`config.mk`:
```
export PLATFORM = sky130hd
export DESIGN_NAME = btn_repeat_flat
export DESIGN_NICKNAME = d
export VERILOG_FILES = /design/src/rtl/btn_repeat_if.sv /design/src/rtl/btn_repeat.sv /design/src/flat_wrapper.sv
export SDC_FILE = /design/constraint.sdc
export NUM_CORES = 1
export LEC_CHECK = 0
export CORE_MARGIN = 4
export CORE_UTILIZATION = 25
export DETAILED_ROUTE_END_ITERATION = 7
export HOLD_SLACK_MARGIN = 0.02
export SYNTH_ARGS = -nofsm -noshare
export SYNTH_HDL_FRONTEND = slang
export SYNTH_SLANG_ARGS = --single-unit
```
`constraint.sdc`:
```
create_clock -name clk_i -period 2.7 [get_ports clk_i]
set_clock_uncertainty 0.1 [all_clocks]
set_input_delay 0.405 -clock clk_i [delete_from_list [all_inputs] [get_ports clk_i]]
set_output_delay 0.405 -clock clk_i [all_outputs]
set_load 0.05 [all_outputs]
```
`src/rtl/btn_repeat_if.sv`:
```
// btn_repeat_if: groups the button level and the event outputs of one
// btn_repeat instance.
//   btn_n_i   - debounced button level, 0 = pressed (driven by master)
//   press_o   - one-cycle pulse on initial press and every repeat
//   release_o - one-cycle pulse when a tracked press ends
//   held_o    - level, high while auto-repeating
//   fast_o    - level, high while the accelerated repeat period is active
// Modports: master (button side / controller), slave (btn_repeat).
interface btn_repeat_if;
    logic btn_n_i;
    logic press_o;
    logic release_o;
    logic held_o;
    logic fast_o;

    modport master (
        output btn_n_i,
        input  press_o,
        input  release_o,
        input  held_o,
        input  fast_o
    );

    modport slave (
        input  btn_n_i,
        output press_o,
        output release_o,
        output held_o,
        output fast_o
    );
endinterface

```
`src/rtl/btn_repeat.sv`:
```
// btn_repeat: turns one debounced active-low button level into a press
// pulse, an auto-repeat pulse train while held, and a release pulse.
// Ports:
//   clk_i - system clock
//   rst_i - asynchronous active-high reset
//   bus   - btn_repeat_if.slave (btn_n_i in; press_o, release_o, held_o,
//           fast_o out, all registered)
// Optional feature: define BTN_REPEAT_ACCEL_EN to halve the repeat period
// once ACCEL_COUNT repeat pulses have been issued (fast_o then goes high).
//
// state  | meaning
// IDLE   | no tracked press; waiting for a falling edge
// DELAY  | press pulse issued; counting to the first repeat
// REPEAT | button held; issuing a repeat pulse every period
module btn_repeat #(
    parameter int DELAY_CYCLES  = 25_000_000,
    parameter int REPEAT_CYCLES = 5_000_000,
    parameter int ACCEL_COUNT   = 8
) (
    input  logic          clk_i,
    input  logic          rst_i,
    btn_repeat_if.slave   bus
);

    localparam int MAX_CYC = (DELAY_CYCLES > REPEAT_CYCLES) ? DELAY_CYCLES : REPEAT_CYCLES;
    localparam int CNT_W   = $clog2(MAX_CYC);

    localparam logic [CNT_W-1:0] DELAY_LAST = CNT_W'(DELAY_CYCLES - 1);
    localparam logic [CNT_W-1:0] SLOW_LAST  = CNT_W'(REPEAT_CYCLES - 1);

    typedef enum logic [1:0] {IDLE, DELAY, REPEAT} state_t;

    state_t           state, state_next;
    logic [CNT_W-1:0] cnt, cnt_next;
    logic             prev;
    logic             press_q, press_next;
    logic             release_q, release_next;
    logic             held_q, held_next;
    logic             fall;
    logic [CNT_W-1:0] period_last;

`ifdef BTN_REPEAT_ACCEL_EN
    localparam int               RPT_W     = $clog2(ACCEL_COUNT + 1);
    localparam logic [RPT_W-1:0] RPT_MAX   = RPT_W'(ACCEL_COUNT);
    localparam logic [CNT_W-1:0] FAST_LAST = CNT_W'(REPEAT_CYCLES / 2 - 1);

    logic [RPT_W-1:0] rpt, rpt_next;
    logic             fast_q, fast_next;

    // The period switches in the same edge that rpt reaches its limit, so the
    // interval following that pulse is already the short one.
    assign period_last = (rpt == RPT_MAX) ? FAST_LAST : SLOW_LAST;
`else
    assign period_last = SLOW_LAST;
`endif

    // prev resets to "pressed" so a button held through reset is ignored
    // until it has been released once.
    assign fall = prev & ~bus.btn_n_i;

    always_ff @(posedge clk_i or posedge rst_i) begin
        if (rst_i) begin
            state     <= IDLE;
            cnt       <= '0;
            prev      <= 1'b0;
            press_q   <= 1'b0;
            release_q <= 1'b0;
            held_q    <= 1'b0;
`ifdef BTN_REPEAT_ACCEL_EN
            rpt       <= '0;
            fast_q    <= 1'b0;
`endif
        end else begin
            state     <= state_next;
            cnt       <= cnt_next;
            prev      <= bus.btn_n_i;
            press_q   <= press_next;
            release_q <= release_next;
            held_q    <= held_next;
`ifdef BTN_REPEAT_ACCEL_EN
            rpt       <= rpt_next;
            fast_q    <= fast_next;
`endif
        end
    end

    always_comb begin
        state_next   = state;
        cnt_next     = cnt;
        press_next   = 1'b0;
        release_next = 1'b0;
        held_next    = held_q;
`ifdef BTN_REPEAT_ACCEL_EN
        rpt_next     = rpt;
        fast_next    = fast_q;
`endif
        case (state)
            IDLE: begin
                if (fall) begin
                    press_next = 1'b1;
                    cnt_next   = '0;
                    state_next = DELAY;
                end
            end
            DELAY: begin
                if (bus.btn_n_i) begin
                    release_next = 1'b1;
                    cnt_next     = '0;
                    state_next   = IDLE;
                end else if (cnt == DELAY_LAST) begin
                    press_next = 1'b1;
                    held_next  = 1'b1;
                    cnt_next   = '0;
                    state_next = REPEAT;
`ifdef BTN_REPEAT_ACCEL_EN
                    rpt_next   = RPT_W'(1);
                    fast_next  = (RPT_W'(1) == RPT_MAX);
`endif
                end else begin
                    cnt_next = cnt + CNT_W'(1);
                end
            end
            REPEAT: begin
                // Release takes priority over a repeat that is due this edge.
                if (bus.btn_n_i) begin
                    release_next = 1'b1;
                    held_next    = 1'b0;
                    cnt_next     = '0;
                    state_next   = IDLE;
`ifdef BTN_REPEAT_ACCEL_EN
                    rpt_next     = '0;
                    fast_next    = 1'b0;
`endif
                end else if (cnt == period_last) begin
                    press_next = 1'b1;
                    cnt_next   = '0;
`ifdef BTN_REPEAT_ACCEL_EN
                    if (rpt != RPT_MAX) begin
                        rpt_next  = rpt + RPT_W'(1);
                        fast_next = ((rpt + RPT_W'(1)) == RPT_MAX);
                    end else begin
                        fast_next = 1'b1;
                    end
`endif
                end else begin
                    cnt_next = cnt + CNT_W'(1);
                end
            end
            default: begin
                state_next = IDLE;
                cnt_next   = '0;
                held_next  = 1'b0;
            end
        endcase
    end

    assign bus.press_o   = press_q;
    assign bus.release_o = release_q;
    assign bus.held_o    = held_q;
`ifdef BTN_REPEAT_ACCEL_EN
    assign bus.fast_o    = fast_q;
`else
    assign bus.fast_o    = 1'b0;
`endif

endmodule
```
`src/flat_wrapper.sv`:
```
// flat-port wrapper written by rule: the top's interface ports become plain ports
module btn_repeat_flat 
#(
    parameter int DELAY_CYCLES  = 25_000_000,
    parameter int REPEAT_CYCLES = 5_000_000,
    parameter int ACCEL_COUNT   = 8
)
  (clk_i, rst_i, bus_btn_n_i, bus_press_o, bus_release_o, bus_held_o, bus_fast_o);
  btn_repeat_if bus_i ();
  input  logic clk_i;
  input  logic rst_i;
  input wire logic [$bits(bus_i.btn_n_i)-1:0] bus_btn_n_i;
  output wire logic [$bits(bus_i.press_o)-1:0] bus_press_o;
  output wire logic [$bits(bus_i.release_o)-1:0] bus_release_o;
  output wire logic [$bits(bus_i.held_o)-1:0] bus_held_o;
  output wire logic [$bits(bus_i.fast_o)-1:0] bus_fast_o;
  assign bus_i.btn_n_i = bus_btn_n_i;
  assign bus_press_o = bus_i.press_o;
  assign bus_release_o = bus_i.release_o;
  assign bus_held_o = bus_i.held_o;
  assign bus_fast_o = bus_i.fast_o;
  btn_repeat #(.DELAY_CYCLES(DELAY_CYCLES), .REPEAT_CYCLES(REPEAT_CYCLES), .ACCEL_COUNT(ACCEL_COUNT)) u_core (.clk_i(clk_i), .rst_i(rst_i), .bus(bus_i));
endmodule
```
# ---- Word level (Yosys, flattened, before mapping)
# Cells that the tools add are included.
dict set report totals {
  ff_bits 31
  in_bits 3
  elab_cells 46
  output_inout_bits 4
}
dict set report classes {
  reduce_logical 4
  n_addsub 1
  mux 23
  eq_ne 9
  bitwise 3
}
# cell n
set op_table {}
lappend op_table {{$mux 25} 5}
lappend op_table {{$pmux 25 s3} 1}
lappend op_table {{$add 25x1->25 const B} 1}
lappend op_table {{$eq 25x23->1 const B} 1}
lappend op_table {{$eq 25x25->1 const B} 1}
lappend op_table {{$mux 1} 10}
lappend op_table {{$mux 2} 4}
lappend op_table {{$pmux 1 s3} 2}
lappend op_table {{$pmux 2 s3} 1}
lappend op_table {{$ne 2x1->1 const B} 2}
lappend op_table {{$ne 2x2->1 const B} 2}
lappend op_table {{$reduce_and 4->1} 1}
lappend op_table {{$ne 3x2->1 const B} 1}
lappend op_table {{$reduce_and 3->1} 1}
lappend op_table {{$eq 2x1->1 const B} 1}
lappend op_table {{$eq 2x2->1 const B} 1}
lappend op_table {{$logic_not 2->1} 1}
lappend op_table {{$not 1->1} 2}
lappend op_table {{$reduce_or 2->1} 1}
lappend op_table {{$and 1x1->1} 1}

# ---- Depth between registers and ports, before layout
dict set report depth {
  depth_word 4
  ltp_mapped 8
}

# ---- Worst setup path before layout
# No wires, ideal clock.
dict set report synth_timing {
  path_type {reg-to-reg}
  startpoint {reg u_core.cnt[0]}
  endpoint {reg u_core.cnt[10]}
  path_stages_with_launch 8
  n_path_buf 1
  setup_time_ps 137
  arrival_time_ps 1999
  slack_ps 464
  path_cell_list {dfrtp_1 ha_1 nand3_1 or3_2 o31a_2 o21ai_4 buf_6 a21oi_1}
}
dict set report synth_via {
  elab_chain_cells 4
  elab_cells_between_ends 8
  cone_classes {add/sub: 1; eq/ne: 2; mux: 5}
}
# element line_no
set synth_rtl {}
lappend synth_rtl {{start, declared} btn_repeat.sv:34} ;# logic [CNT_W-1:0] cnt, cnt_next;
lappend synth_rtl {{start signal, assigned} btn_repeat.sv:75} ;# cnt <= cnt_next;
lappend synth_rtl {{$add 25x1->25 (tied with other cells)} {btn_repeat.sv:120, btn_repeat.sv:146}}
lappend synth_rtl {{$mux 25, on equally long branches} {btn_repeat.sv:134, btn_repeat.sv:110}}
lappend synth_rtl {{$mux 25, on equally long branches} {btn_repeat.sv:125, btn_repeat.sv:106}}
lappend synth_rtl {{$pmux 25 s3 (*)} btn_repeat.sv:97} ;# case (state)
# Mark *: on every way between the ends. The rest lies on a longest branch, timed or not.
# A chain may end at the register's enable or synchronous reset.

# ---- Worst setup path in the final report
dict set report layout_timing {
  startpoint {reg u_core.cnt[0]}
  endpoint {reg u_core.cnt[1]}
}
# Same word-level chain as after synthesis.

==> flow_results.xml <==
<?xml version="1.0" encoding="UTF-8"?>
<metrics>
  <group name="logic_synthesis">
    <metric name="synth_fp_nets" unit="">198</metric>
    <metric name="yosysUniqueCellTypes" unit="">39</metric>
    <metric name="synth_top_family_by_area" unit="">simple AND/OR/NAND/NOR gates</metric>
    <metric name="fraction_of_synthesized_cell_area_in_xor_and_xnor_cells" unit="%">9.72</metric>
    <metric name="synth-main-ff-cell" unit="">sky130_fd_sc_hd__dfrtp_1</metric>
    <metric name="syn_area" unit="um2">1800</metric>
    <metric name="yosysWarningCount" unit="">0</metric>
    <metric name="synth-edff-count" unit="">0</metric>
    <metric name="ys_ff_latch" unit="">31</metric>
    <metric name="synth-simple-area-share" unit="%">22.6</metric>
    <metric name="postSynthAreaPerCell" unit="um2">9.49</metric>
    <metric name="synth-adder-area-share" unit="%">3.47</metric>
    <metric name="synth_compound_gate_area_share" unit="%">15.4</metric>
    <metric name="async_reset_ff_share" unit="%">100</metric>
    <metric name="synth_mux_area_share" unit="%">0</metric>
    <metric name="synth_sequential_area_ratio" unit="%">43.0</metric>
    <metric name="synth_cells" unit="">190</metric>
  </group>
  <group name="critical_path">
    <metric name="worstReg2RegStart" unit="">u_core.cnt[0]</metric>
    <metric name="worst_ep_arrival_time" unit="ps">2460</metric>
    <metric name="ff2ff_setup_slack" unit="ps">280</metric>
    <metric name="cp_cell_sequence" unit="">ha_1, nand3_1, or3_2, o31a_2, o21ai_4, buf_4, o31ai_1</metric>
    <metric name="crit_type" unit="">flip-flop to flip-flop</metric>
    <metric name="timing.critical_path.from" unit="">u_core.cnt[0]</metric>
    <metric name="start_kind" unit="">flip-flop</metric>
    <metric name="cp_data_required_time" unit="ps">2750</metric>
    <metric name="critPathMaxFanout" unit="">12</metric>
    <metric name="worst_setup_path_end_kind" unit="">flip-flop</metric>
    <metric name="critical-path-max-stage-delay" unit="ps">550</metric>
    <metric name="reg2regPathDepth" unit="">7</metric>
    <metric name="crit_path_top_delay_cell" unit="">sky130_fd_sc_hd__or3_2</metric>
  </group>
  <group name="clock_tree">
    <metric name="cts_inserted_buffers" unit="">5</metric>
    <metric name="cts_repair_resize_count" unit="">0</metric>
    <metric name="post-cts-setup-buffers" unit="">0</metric>
    <metric name="cts_tree" unit="">done</metric>
    <metric name="clock_sinks" unit="">31</metric>
    <metric name="clkLatencyLatePin" unit="ps">270</metric>
    <metric name="clk_root_buffer_cell" unit="">sky130_fd_sc_hd__clkbuf_8</metric>
    <metric name="path_clk_slew" unit="ps">60</metric>
    <metric name="cts_hold_repair.buffers" unit="">0</metric>
    <metric name="htreeDepth" unit="">2</metric>
    <metric name="max-clock-path-buffers" unit="">2</metric>
  </group>
  <group name="floorplanning">
    <metric name="fp.coreArea" unit="um2">6910</metric>
    <metric name="rows" unit="">30</metric>
    <metric name="initial_core_util" unit="%">26.1</metric>
    <metric name="die-area" unit="um2">8640</metric>
    <metric name="die_width" unit="um">92.9</metric>
    <metric name="design.portCount" unit="">7</metric>
    <metric name="die-height" unit="um">92.9</metric>
  </group>
  <group name="final_layout">
    <metric name="n_diodes" unit="">0</metric>
    <metric name="areaGrowthSynthToFinish" unit="%">14.2</metric>
    <metric name="utilization" unit="%">29.8</metric>
    <metric name="layout.filler_cells" unit="">740</metric>
    <metric name="drive_gt1_share" unit="%">11.9</metric>
    <metric name="final_nets" unit="">211</metric>
  </group>
  <group name="run">
    <metric name="drv.max_cap_violation_count" unit="">0</metric>
  </group>
  <group name="grt">
    <metric name="antenna_violations_before_repair" unit="">0</metric>
    <metric name="grt_first_pass_wirelength" unit="mm">6.79</metric>
    <metric name="grt_pass1_vias" unit="">1417</metric>
    <metric name="global_route.overflow_total" unit="">0</metric>
    <metric name="grt.total_usage" unit="%">9.76</metric>
    <metric name="grt_max_degree" unit="">32</metric>
  </group>
  <group name="worst_hold_path">
    <metric name="hold_class" unit="">input port to async pin</metric>
  </group>
  <group name="detailed_routing">
    <metric name="ant_nets" unit="">0</metric>
    <metric name="drt_pre_antenna_iters" unit="">4</metric>
    <metric name="viasPerCell" unit="">4.68</metric>
    <metric name="post_drt_wl_per_cell" unit="um">12.6</metric>
    <metric name="drc" unit="">0</metric>
    <metric name="route.vias.total" unit="">1395</metric>
    <metric name="initialDrtViolationCount" unit="">90</metric>
    <metric name="wl" unit="mm">3.74</metric>
  </group>
  <group name="power_and_ir_drop">
    <metric name="net-switching-power" unit="mW">0.362</metric>
    <metric name="share_seq_of_total_power" unit="%">44.6</metric>
    <metric name="internal-power" unit="mW">0.753</metric>
    <metric name="leakage" unit="nW">0.816</metric>
    <metric name="clock_power_share" unit="%">28.9</metric>
    <metric name="total_power_density_per_cell_area" unit="nW/um2">541</metric>
    <metric name="power.share.switching" unit="%">32.4</metric>
    <metric name="vdd_ir_drop_max" unit="uV">158</metric>
    <metric name="power.combinational.fraction" unit="%">26.5</metric>
  </group>
  <group name="timing">
    <metric name="unrepaired_setup_endpoints_after_global_routing" unit="">no</metric>
    <metric name="remaining_max_slew_budget_at_the_tightest_pin" unit="%">58.1</metric>
    <metric name="worst_pin_slew" unit="ps">623</metric>
    <metric name="setup_viol" unit="">0</metric>
    <metric name="timing.final.max_slew_violations" unit="">0</metric>
    <metric name="clock.fmax" unit="GHz">0.414</metric>
    <metric name="layout_min_cycle_time" unit="ps">2420</metric>
    <metric name="period_share" unit="%">89.5</metric>
    <metric name="report.final.hold_viol_count" unit="">0</metric>
    <metric name="final_setup_tns" unit="ps">0</metric>
  </group>
  <group name="run_status">
    <metric name="result_of_the_run" unit="">complete, no violations</metric>
  </group>
  <group name="placement">
    <metric name="place.port_buffers" unit="">5</metric>
    <metric name="post-dp-hpwl" unit="mm">2.70</metric>
    <metric name="gpl.final_weighted_congestion" unit="">0.855</metric>
  </group>
</metrics>
sequential cells by signal, summed over array words and instances (netlist names):
signal and cells:
u_core.bus.press_o 1, u_core.bus.held_o 1, u_core.state 2, u_core.prev 1, u_core.bus.release_o 1, u_core.cnt 25
through the flow:
stage	setup WS [ps]	power (mW)	cells	hold WS [ps]	instance area, um2
floorplan	464	0.726	190	336	1800
global placement	356	0.801	292	419	1990
detailed placement	285	0.803	292	436	1990
CTS	277	1.13	298	422	2060
global route	133	1.19	298	486	2060
finish	284	1.11	298	412	2060
cells in the final DEF, fill, tap and decap left out, types with 7 or more instances in the layout:
cell type	n
sky130_fd_sc_hd__nand4_1	8
sky130_fd_sc_hd__dfrtp_1	31
sky130_fd_sc_hd__nor2_1	7
sky130_fd_sc_hd__nand2_1	15
sky130_fd_sc_hd__buf_4	10
sky130_fd_sc_hd__inv_1	10
sky130_fd_sc_hd__a21oi_1	23
sky130_fd_sc_hd__xor2_1	15
sky130_fd_sc_hd__nand3_1	9
kinds of logic (layout without fill, tap and decap cells):
logic type               Yosys count  after routing
AO/OA/AOI/OAI                     43             43
AND/OR/NAND/NOR                   71             71
XOR/XNOR                          20             20
other                              1              1
flip-flops                        31             31
adder cells (fa/ha/maj)            5              5
buffers and inverters             19             31
power by group through the flow:
stage | clock [mW] | sequential, mW | combinational (mW)
detailed placement | 0 | 0.505 | 0.298
floorplan | 0 | 0.524 | 0.203
finish | 0.322 | 0.497 | 0.296
global route | 0.361 | 0.500 | 0.331
CTS | 0.338 | 0.497 | 0.298
global placement | 0 | 0.504 | 0.297
worst max-delay path: cells and delay by family, from the launching register on:
| family | cells | cell delay, ps |
|---|---|---|
| buffers and inverters | 1 | 200 |
| AO/OA/AOI/OAI | 3 | 670 |
| adder cells (fa/ha/maj) | 1 | 210 |
| flip-flops | 1 | 400 |
| AND/OR/NAND/NOR | 2 | 710 |
synthesized netlist by cell type (2+ instances only):
master,count,share of area [%]
sky130_fd_sc_hd__xnor2_1,5,2.4
sky130_fd_sc_hd__nand2_1,15,3.1
sky130_fd_sc_hd__o31a_2,2,1.1
sky130_fd_sc_hd__xor2_1,15,7.3
sky130_fd_sc_hd__inv_1,10,2.1
sky130_fd_sc_hd__o21ai_0,4,1.1
sky130_fd_sc_hd__ha_1,5,3.5
sky130_fd_sc_hd__and2_1,5,1.7
sky130_fd_sc_hd__nor4_1,4,1.4
sky130_fd_sc_hd__nor2b_1,2,0.69
sky130_fd_sc_hd__nand3_1,9,2.5
sky130_fd_sc_hd__nor2_1,7,1.5
sky130_fd_sc_hd__o31ai_1,3,1.2
sky130_fd_sc_hd__nand4_1,8,2.8
sky130_fd_sc_hd__nor3b_1,2,0.83
sky130_fd_sc_hd__dfrtp_1,31,43
sky130_fd_sc_hd__o221ai_1,3,1.5
sky130_fd_sc_hd__nor3_1,5,1.4
sky130_fd_sc_hd__and4_2,2,1.1
sky130_fd_sc_hd__buf_6,2,1.2
sky130_fd_sc_hd__clkbuf_1,5,1.0
sky130_fd_sc_hd__and4_1,3,1.5
sky130_fd_sc_hd__a21oi_1,23,6.4
sky130_fd_sc_hd__a211oi_1,3,1.2
sky130_fd_sc_hd__nand2b_1,3,1.0
layout make-up:
class	instances	area [um2]	area share [%]
Timing Repair Buffer	15	125	6.08
Sequential cell	31	776	37.7
Inverter	10	37.5	1.82
Tap cell	96	120	5.84
Multi-Input combinational cell	140	927	45.0
Clock buffer	6	72.6	3.53
layer usage:
metal	vias to the layer above	global-route usage (%)	wire length, um
li1	706	-	-
met1	658	13.6	1910
met2	29	14.1	1620
met3	2	3.09	197
met4	0	3.42	19
met5	-	0	0
worst paths after layout:
kind                                   to
min                        u_core.cnt[11]
max                         u_core.cnt[1]
min reg2reg                 u_core.cnt[1]
max in group asynchronous   u_core.cnt[3]
max reg2reg                 u_core.cnt[1]
min in group clk_i          u_core.cnt[1]
No activity file was read; power rests on OpenSTA's default activity.
